--- src/rtl/morph_pkg.sv ---
// Shared constants and helpers for the K x K binary morphology stage.
package morph_pkg;

    localparam logic MODE_DILATE = 1'b0;
    localparam logic MODE_ERODE  = 1'b1;
    localparam int   MORPH_LAT   = 3;

    // Value that leaves the selected reduction unchanged: 0 for OR, 1 for AND
    function automatic logic pad_bit(input logic m);
        return (m == MODE_ERODE);
    endfunction

endpackage

--- src/rtl/morph_kxk_linebuf.sv ---
// One video line of 1-bit pixels: synchronous write, asynchronous read at the same address.
module morph_linebuf #(
    parameter int DEPTH = 1280,
    parameter int AW    = $clog2(DEPTH)
) (
    input  logic          video_clk,
    input  logic          we,
    input  logic [AW-1:0] addr,
    input  logic          wdata,
    output logic          rdata
);

    logic mem [DEPTH];

    always_ff @(posedge video_clk) begin
        if (we)
            mem[addr] <= wdata;
    end

    // The read returns last line's pixel before this cycle's write replaces it
    assign rdata = mem[addr];

endmodule

--- src/rtl/morph_kxk.sv ---
// K x K binary dilate/erode with internal line buffers and a fixed 3-clock latency.
// Optional foreground pixel counter output fg_cnt when MORPH_FG_CNT_EN is defined.
module morph_kxk
    import morph_pkg::*;
#(
    parameter int IMG_WIDTH = 1280,
    parameter int KSIZE     = 3,
    parameter int COL_W     = $clog2(IMG_WIDTH)
) (
    input  logic        video_clk,
    input  logic        rst_n,
    input  logic        in_de,
    input  logic        in_hs,
    input  logic        in_vs,
    input  logic        in_bin,
    input  logic        mode,
    output logic        out_de,
    output logic        out_hs,
    output logic        out_vs,
    output logic [23:0] out_data
`ifdef MORPH_FG_CNT_EN
    ,
    output logic [31:0] fg_cnt
`endif
);

    localparam int ROW_W = $clog2(KSIZE);

    if (KSIZE != 3 && KSIZE != 5) begin : g_bad_ksize
        $error("morph_kxk: KSIZE must be 3 or 5");
    end

    logic [COL_W-1:0] col;
    logic [ROW_W-1:0] row;
    logic             de_d;
    logic             vs_d;
    logic             mode_q;
    logic             de_fall;
    logic             vs_rise;

    assign de_fall = de_d & ~in_de;
    assign vs_rise = in_vs & ~vs_d;

    always_ff @(posedge video_clk or negedge rst_n) begin
        if (!rst_n) begin
            col    <= '0;
            row    <= '0;
            de_d   <= 1'b0;
            vs_d   <= 1'b0;
            mode_q <= MODE_DILATE;
        end else begin
            de_d <= in_de;
            vs_d <= in_vs;
            if (vs_rise)
                mode_q <= mode;
            if (in_de) begin
                if (col != COL_W'(IMG_WIDTH - 1))
                    col <= col + 1'b1;
            end else if (de_fall) begin
                col <= '0;
            end
            if (vs_rise)
                row <= '0;
            else if (de_fall && row != ROW_W'(KSIZE - 1))
                row <= row + 1'b1;
        end
    end

    // Buffer j holds the line j+1 above; each buffer feeds the next one up the chain
    logic [KSIZE-2:0] lb_q;

    for (genvar j = 0; j < KSIZE - 1; j++) begin : g_lb
        logic wbit;
        if (j == 0) begin : g_first
            assign wbit = in_bin;
        end else begin : g_next
            assign wbit = lb_q[j-1];
        end
        morph_linebuf #(
            .DEPTH (IMG_WIDTH),
            .AW    (COL_W)
        ) u_lb (
            .video_clk (video_clk),
            .we        (in_de),
            .addr      (col),
            .wdata     (wbit),
            .rdata     (lb_q[j])
        );
    end

    logic [KSIZE-1:0]              new_col;
    logic [KSIZE-1:0][KSIZE-2:0]   hist;
    logic [KSIZE-1:0][KSIZE-1:0]   win_c;
    logic [KSIZE-1:0][KSIZE-1:0]   win1;
    logic                          full_c;
    logic                          full1;
    logic                          full2;
    logic                          mode1;
    logic                          mode2;
    logic                          pad;
    logic [KSIZE-1:0]              rowred_c;
    logic [KSIZE-1:0]              rowred2;
    logic                          res_c;
    logic [MORPH_LAT-1:0]          de_p;
    logic [MORPH_LAT-1:0]          hs_p;
    logic [MORPH_LAT-1:0]          vs_p;

    // Elements not yet written this frame or this line take the pad value,
    // so older frame/line contents never enter the reduction
    always_comb begin
        pad        = pad_bit(mode_q);
        new_col    = '0;
        new_col[0] = in_bin;
        for (int r = 1; r < KSIZE; r++)
            new_col[r] = lb_q[r-1];
        win_c = '0;
        for (int r = 0; r < KSIZE; r++) begin
            win_c[r][0] = (int'(row) >= r) ? new_col[r] : pad;
            for (int k = 1; k < KSIZE; k++)
                win_c[r][k] = (int'(col) >= k && int'(row) >= r) ? hist[r][k-1] : pad;
        end
        full_c = (int'(col) >= KSIZE - 1) && (int'(row) >= KSIZE - 1);
    end

    always_comb begin
        rowred_c = '0;
        for (int r = 0; r < KSIZE; r++)
            rowred_c[r] = (mode1 == MODE_ERODE) ? &win1[r] : |win1[r];
        res_c = (mode2 == MODE_ERODE) ? &rowred2 : |rowred2;
    end

    // Windows not fully inside the image (top/left border) are reported as background
    always_ff @(posedge video_clk or negedge rst_n) begin
        if (!rst_n) begin
            hist     <= '0;
            win1     <= '0;
            full1    <= 1'b0;
            mode1    <= MODE_DILATE;
            rowred2  <= '0;
            full2    <= 1'b0;
            mode2    <= MODE_DILATE;
            de_p     <= '0;
            hs_p     <= '0;
            vs_p     <= '0;
            out_data <= '0;
        end else begin
            if (in_de) begin
                for (int r = 0; r < KSIZE; r++)
                    hist[r] <= {hist[r][KSIZE-3:0], new_col[r]};
            end
            win1     <= win_c;
            full1    <= full_c;
            mode1    <= mode_q;
            rowred2  <= rowred_c;
            full2    <= full1;
            mode2    <= mode1;
            de_p     <= {de_p[MORPH_LAT-2:0], in_de};
            hs_p     <= {hs_p[MORPH_LAT-2:0], in_hs};
            vs_p     <= {vs_p[MORPH_LAT-2:0], in_vs};
            out_data <= {24{de_p[MORPH_LAT-2] & full2 & res_c}};
        end
    end

    assign out_de = de_p[MORPH_LAT-1];
    assign out_hs = hs_p[MORPH_LAT-1];
    assign out_vs = vs_p[MORPH_LAT-1];

`ifdef MORPH_FG_CNT_EN
    logic [31:0] fg_acc;
    logic        out_vs_d;

    // Per-frame foreground total, published at the start of the next output frame
    always_ff @(posedge video_clk or negedge rst_n) begin
        if (!rst_n) begin
            fg_acc   <= '0;
            fg_cnt   <= '0;
            out_vs_d <= 1'b0;
        end else begin
            out_vs_d <= out_vs;
            if (out_vs && !out_vs_d) begin
                fg_cnt <= fg_acc;
                fg_acc <= '0;
            end else if (out_de && out_data[0]) begin
                fg_acc <= fg_acc + 32'd1;
            end
        end
    end
`endif

endmodule

--- config.mk ---
export PLATFORM = sky130hd
export DESIGN_NAME = morph_kxk
export DESIGN_NICKNAME = d
export VERILOG_FILES = /design/src/rtl/morph_pkg.sv /design/src/rtl/morph_kxk_linebuf.sv /design/src/rtl/morph_kxk.sv
export SDC_FILE = /design/constraint.sdc
export NUM_CORES = 2
export LEC_CHECK = 0
export BUFFER_PORTS_ARGS = -buffer_cell sky130_fd_sc_hd__buf_2
export CAP_MARGIN = 30
export CORE_MARGIN = 2
export CORE_UTILIZATION = 25
export CTS_BUF_LIST = sky130_fd_sc_hd__clkbuf_8
export CTS_CLUSTER_SIZE = 25
export DETAILED_ROUTE_END_ITERATION = 16
export PLACE_DENSITY_LB_ADDON = 0.1
export SLEW_MARGIN = 30
export SYNTH_ARGS = -nofsm -noshare
export SYNTH_HDL_FRONTEND = slang
export SYNTH_HIERARCHICAL = 1
export SYNTH_SLANG_ARGS = --single-unit
export TNS_END_PERCENT = 100
--- constraint.sdc ---
create_clock -name video_clk -period 34.9 [get_ports video_clk]
set_clock_uncertainty 0.2 [all_clocks]
set_input_delay 5.235 -clock video_clk [delete_from_list [all_inputs] [get_ports video_clk]]
set_output_delay 5.235 -clock video_clk [all_outputs]
set_load 0.01 [all_outputs]
Yosys cells after proc, flatten, opt, wreduce, memory -nomap -nowiden --
Memories as Yosys holds them, arrays and structs flattened. Index checks and enable logic that the tools add are counted.
Cells by class: shifts and indexed selects 0, eq/ne operators 3, divide/modulo/power cells 0, bitwise operators 6, $add $sub $neg 2, magnitude comparators 4, $mul 0, multiplexer cells 19, reduce and logical (&&, ||, !) cells 16
Operators with widths (number):
- 11-bit 2-to-1 mux | 3
- 1-bit 2-to-1 mux | 14
- 3-bit AND reduction | 4
- 3-bit OR reduction | 4
- 11-bit by 1-bit adder with 11-bit output, second input constant | 1
- 11-bit by 1-bit >= comparator with 1-bit output, second input constant | 1
- 11-bit by 2-bit >= comparator with 1-bit output, second input constant | 1
- 11-bit != test, second input constant | 1
- 1-bit logical AND | 5
- 1-bit bitwise AND | 4
- 2-bit 2-to-1 mux | 2
- 2-bit nonzero test | 2
- 2-bit by 1-bit adder with 2-bit output, second input constant | 1
- 2-bit by 1-bit >= comparator with 1-bit output, second input constant | 1
- 2-bit >= comparator, second input constant | 1
- 2-bit by 1-bit != test with 1-bit output, second input constant | 1
- 2-bit != test, second input constant | 1
- 1-bit inverter | 2
- 2-bit AND reduction | 1
Storage, ports and cells: bits in writable memories 2560, memory bits (read-only) 0, latch bits 0, output and inout bits 27, input port bits 7, word-level logic and storage cells 72, memories 2, bits in registers 48
Memories:
- g_lb[0].u_lb.mem | depth 1280, width 1, read ports 1, clocked after Yosys merged registers in 0, write ports 1, RTL line morph_kxk_linebuf.sv:13 | logic mem [DEPTH];
- g_lb[1].u_lb.mem | depth 1280, width 1, read ports 1, clocked after Yosys merged registers in 0, write ports 1, RTL line morph_kxk_linebuf.sv:13

Depth between registers and ports, before layout --
depth after elaboration 5, gate-level depth with buffers 13, mapped depth without buffers 9

By module --
Netlist, hierarchy kept.
Modules (own cells, without submodules):
- morph_linebuf | cells an instance 4011, sequential area each 38436.9 µm², instances 2, area each 55226.7 µm²
- morph_kxk | cells an instance 184, sequential area each 1151.1 µm², instances 1, area each 2178.3 µm²

Worst setup path after synthesis --
OpenSTA, ideal clock, no wires.
kind register -> register, from register col[1], to register hist[2] (netlist bit), buffers on the path 3, library setup time 0.381 ns, data arrival time 29.122 ns, cell stages (with the launch flop) 12, slack 5.197 ns, data required time 34.319 ns, clock period less this slack 29.703 ns, path through dfrtp_1 -> buf_2 -> buf_4 -> clkbuf_1 -> mux4_2 -> a22oi_1 -> nand4_1 -> a22oi_1 -> nand2_1 -> a21oi_1 -> nand4_1 -> mux2_2
On the way: cells in the longest elaborated chain, start to end 1
Ends and longest elaborated chain:
- from (decl) | RTL line morph_kxk.sv:33 | logic [COL_W-1:0] col;
- from (signal assigned) | RTL line morph_kxk.sv:58 | col <= col + 1'b1;
- memory 1280 x 1 bit
- via g_lb[1].wbit | RTL line morph_kxk.sv:73 | logic wbit;
- to (signal, indexed assignment) | RTL line morph_kxk.sv:149 | hist[r] <= {hist[r][KSIZE-3:0], new_col[r]};
- to (decl) | RTL line morph_kxk.sv:92 | logic [KSIZE-1:0][KSIZE-2:0] hist;
The timed path passes the listed nets, and every way through them passes these cells. A chain may end at the register's enable or synchronous reset.

Final worst setup path --
from register col[0], to memory g_lb[1].u_lb.mem[348] (data pin)
On the way: cells in the longest elaborated chain, start to end 1
Ends and longest elaborated chain (RTL line):
- memory 1280 x 1 bit
- via g_lb[1].wbit | morph_kxk.sv:73
- to (decl) | morph_kxk_linebuf.sv:13
The timed path passes the listed nets, and every way through them passes these cells.

==> results.cfg <==
[die]
fp.dieArea_mm2 = 0.4559
rows = 246
core_mm2 = 0.4488
start_util_pct = 25.10
io_pins = 34
die_x_um = 675.2
die_y_um = 675.2

[route]
post_drt_wl_per_cell_um = 28.23
drc_errors = 0
viasPerCell = 4.777
first_pass_iters = 6
wl_mm = 408.0
drtAntennaViolNets = 0
drtIter0Drc = 6055
num_vias = 69030

[setup_path]
worstPathCellList = buf_4 > buf_12 > buf_4 > buf_4 > mux2i_1 > o22ai_1 > nor4_1 > nand2_1 > a22oi_1 > nand4_1 > a22oi_1 > nand4_1 > buf_4 > buf_12 > buf_16 > buf_4 > buf_6
end_kind = flip-flop
cpLargestDelayFamily = buffers and inverters
required_ps = 35420
worstPathMaxFanout = 171
cpMaxStageDelayCell = dfrtp_4
crit_path_max_incr_delay_ps = 900
worst-setup-path-type = reg2reg
crit_top_cell = buf_4
regToRegSetupSlack_ps = 25050
start_kind = flip-flop
crit_arrival_ps = 10360
path_buf_inv = 9

[job]
cap_violations = 0

[yosys]
synth_cell_types = 66
netlist.area_leader.share_pct = 68.25
synth_top_area_cell = edfxtp_1
synth_common_cells = nor2_1, edfxtp_1, mux2i_1, o22ai_1, clkbuf_1
yosysWarningCount = 6
synth_nets = 8218
ys.flop_type = edfxtp_1
syn_inst = 8206
synth_edf_count = 2560
synth-seq-cells = 2606
yosysMostFrequentCell = nor2_1
avgSynthCellArea_um2 = 13.73
seq_area_frac_synth_pct = 69.27
synth.area.top_cells = edfxtp_1, nor2_1, mux2i_1
async_flop_share_pct = 1.765
syn_area_mm2 = 0.1126

[placement]
portBuffers = 33
gp_congestion = 0.7142
place_inst = 13590
dp_hpwl_mm = 201.3

[min_path]
hold_path.class = reg2reg

[cts]
clock_latency_ps = 1160
cts_root_buffer = clkbuf_8
holdBufCountCts = 0
cts_buffers = 476
postCtsResizedCells = 0
cts.clk_slew.worst_paths_ps = 60
cts_tree = built
clockBufferDepth = 4
cts_setup_buffers = 0
ctsHtreeMaxLevel = 5
cts_sinks = 2606

[timing]
slew_viol_final = 0
setup_viol = 0
finalHoldViolCount = 0
tightest_slew_ps = 1036
rsz0062_at_grt = no
fmax_ghz = 0.1015
tns_ps = 0
min_period_over_period_pct = 28.22
fin_crit_ps = 9848
slew-limit-headroom_pct = 30.96

[final_layout]
finalNonFillerCells = 14450
layout.nets = 8135
syn_to_final_growth_pct = 13.10
drive_gt1_share_pct = 14.62

[global_routing]
grt_pass1_vias = 71000
grt_pass1_wl_mm = 565.2
grt_start_max_net_pins = 273
grt_usage_pct = 17.50
antenna_found_initial = 23
overflow = 0

[power_and_ir_drop]
power_density_mw_per_mm2 = 55.92
ir_drop_uv = 38.25
power.leakage_nw = 39.33
power.total_mw = 7.123

[status]
outcome = complete, no violations
==> registers in the layout, indices dropped and copies added (netlist names), 3 cells and up <==
| signal | count |
|---|---|
| col | 11 |
| de_p | 3 |
| g_lb.u_lb/mem | 2560 |
| hist | 6 |
| hs_p | 3 |
| rowred2 | 3 |
| vs_p | 3 |
| win1 | 9 |
==> where the power goes <==
group / switching (mW) / internal [mW]
Combinational: 0.589 / 0.229
Sequential: 0.0173 / 3.64
Clock: 1.33 / 1.31
==> final timing paths <==
check                              startpoint                              end  cells after the start
hold / removal              hs_p[1]$_DFF_PN0_                hs_p[2]$_DFF_PN0_                      0
hold reg to reg             hs_p[1]$_DFF_PN0_                hs_p[2]$_DFF_PN0_                      0
setup reg to reg           col[0]$_DFFE_PN0P_  g_lb[1].u_lb/mem[348]$_DFFE_PP_                     17
max in group asynchronous               rst_n               col[2]$_DFFE_PN0P_                      2
setup / recovery           col[0]$_DFFE_PN0P_  g_lb[1].u_lb/mem[348]$_DFFE_PP_                     17
min in group asynchronous               rst_n            out_data[0]$_DFF_PN0_                      1
==> layout make-up <==
cell class	instances	area (µm²)
Multi-Input combinational cell	4785	31450
Fill cell	45990	321400
Tap cell	5952	7447
Clock inverter	354	1575
Antenna cell	6	15.01
Clock buffer	492	6771
Sequential cell	2606	78040
Inverter	18	67.56
Timing Repair Buffer	236	2023
==> stage by stage <==
step | hold slack (ps) | cell area (µm²) | utilization [%] | setup WS, ps
finish | 146.8 | 127400 | 28.39 | 25050
CTS | 148.2 | 127200 | 28.35 | 24990
floorplan | 131.2 | 112600 | - | 5197
global route | 168.4 | 127400 | 28.38 | 24580
detailed placement | 136.3 | 118900 | 26.49 | 25070
global placement | 140.3 | 118500 | 26.40 | 25330
==> placed cells by master, fill, tap and decap left out, drive strengths merged, types with 5 or more instances in the layout <==
master / instances
buf: 236
clkinvlp: 9
a211oi: 7
o21ai: 16
a22oi: 150
a21oi: 14
and4: 7
dfrtp: 46
ha: 5
mux2i: 810
o22ai: 382
nor3b: 18
a31oi: 7
nand2b: 9
inv: 206
nand2: 253
nor4: 82
edfxtp: 2560
and2: 7
nor3: 13
diode: 6
nand4: 43
mux2: 15
and3: 10
clkinv: 154
a41oi: 5
nand4b: 8
nor2: 2597
nand4bb: 12
nand3: 13
clkbuf: 492
mux4: 240
nor2b: 5
or4: 13
or4b: 8
==> cell families (layout without fill, tap and decap cells) <==
group / Yosys count / count (layout) / share of synthesized area [%]
AND/OR/NAND/NOR: 3107 / 3107 / 11.16
flip-flops: 2606 / 2606 / 69.27
multiplexers: 1065 / 1065 / 12.15
buffers and inverters: 815 / 1100 / 3.765
AO/OA/AOI/OAI: 607 / 607 / 3.585
adder cells (fa/ha/maj): 5 / 5 / 0.05554
XOR/XNOR: 1 / 1 / 0.007778
other: 0 / 6 / 0
==> layer usage <==
layer | share of wire, % | vias to the layer above | track usage (%)
li1 | - | 29880 | -
met4 | 1.9 | 2 | 3.667
met2 | 49 | 1667 | 29.77
met3 | 4.4 | 519 | 2.248
met5 | 0.0034 | - | 0
met1 | 45 | 36960 | 23.82
No activity file was read; power rests on OpenSTA's default activity.
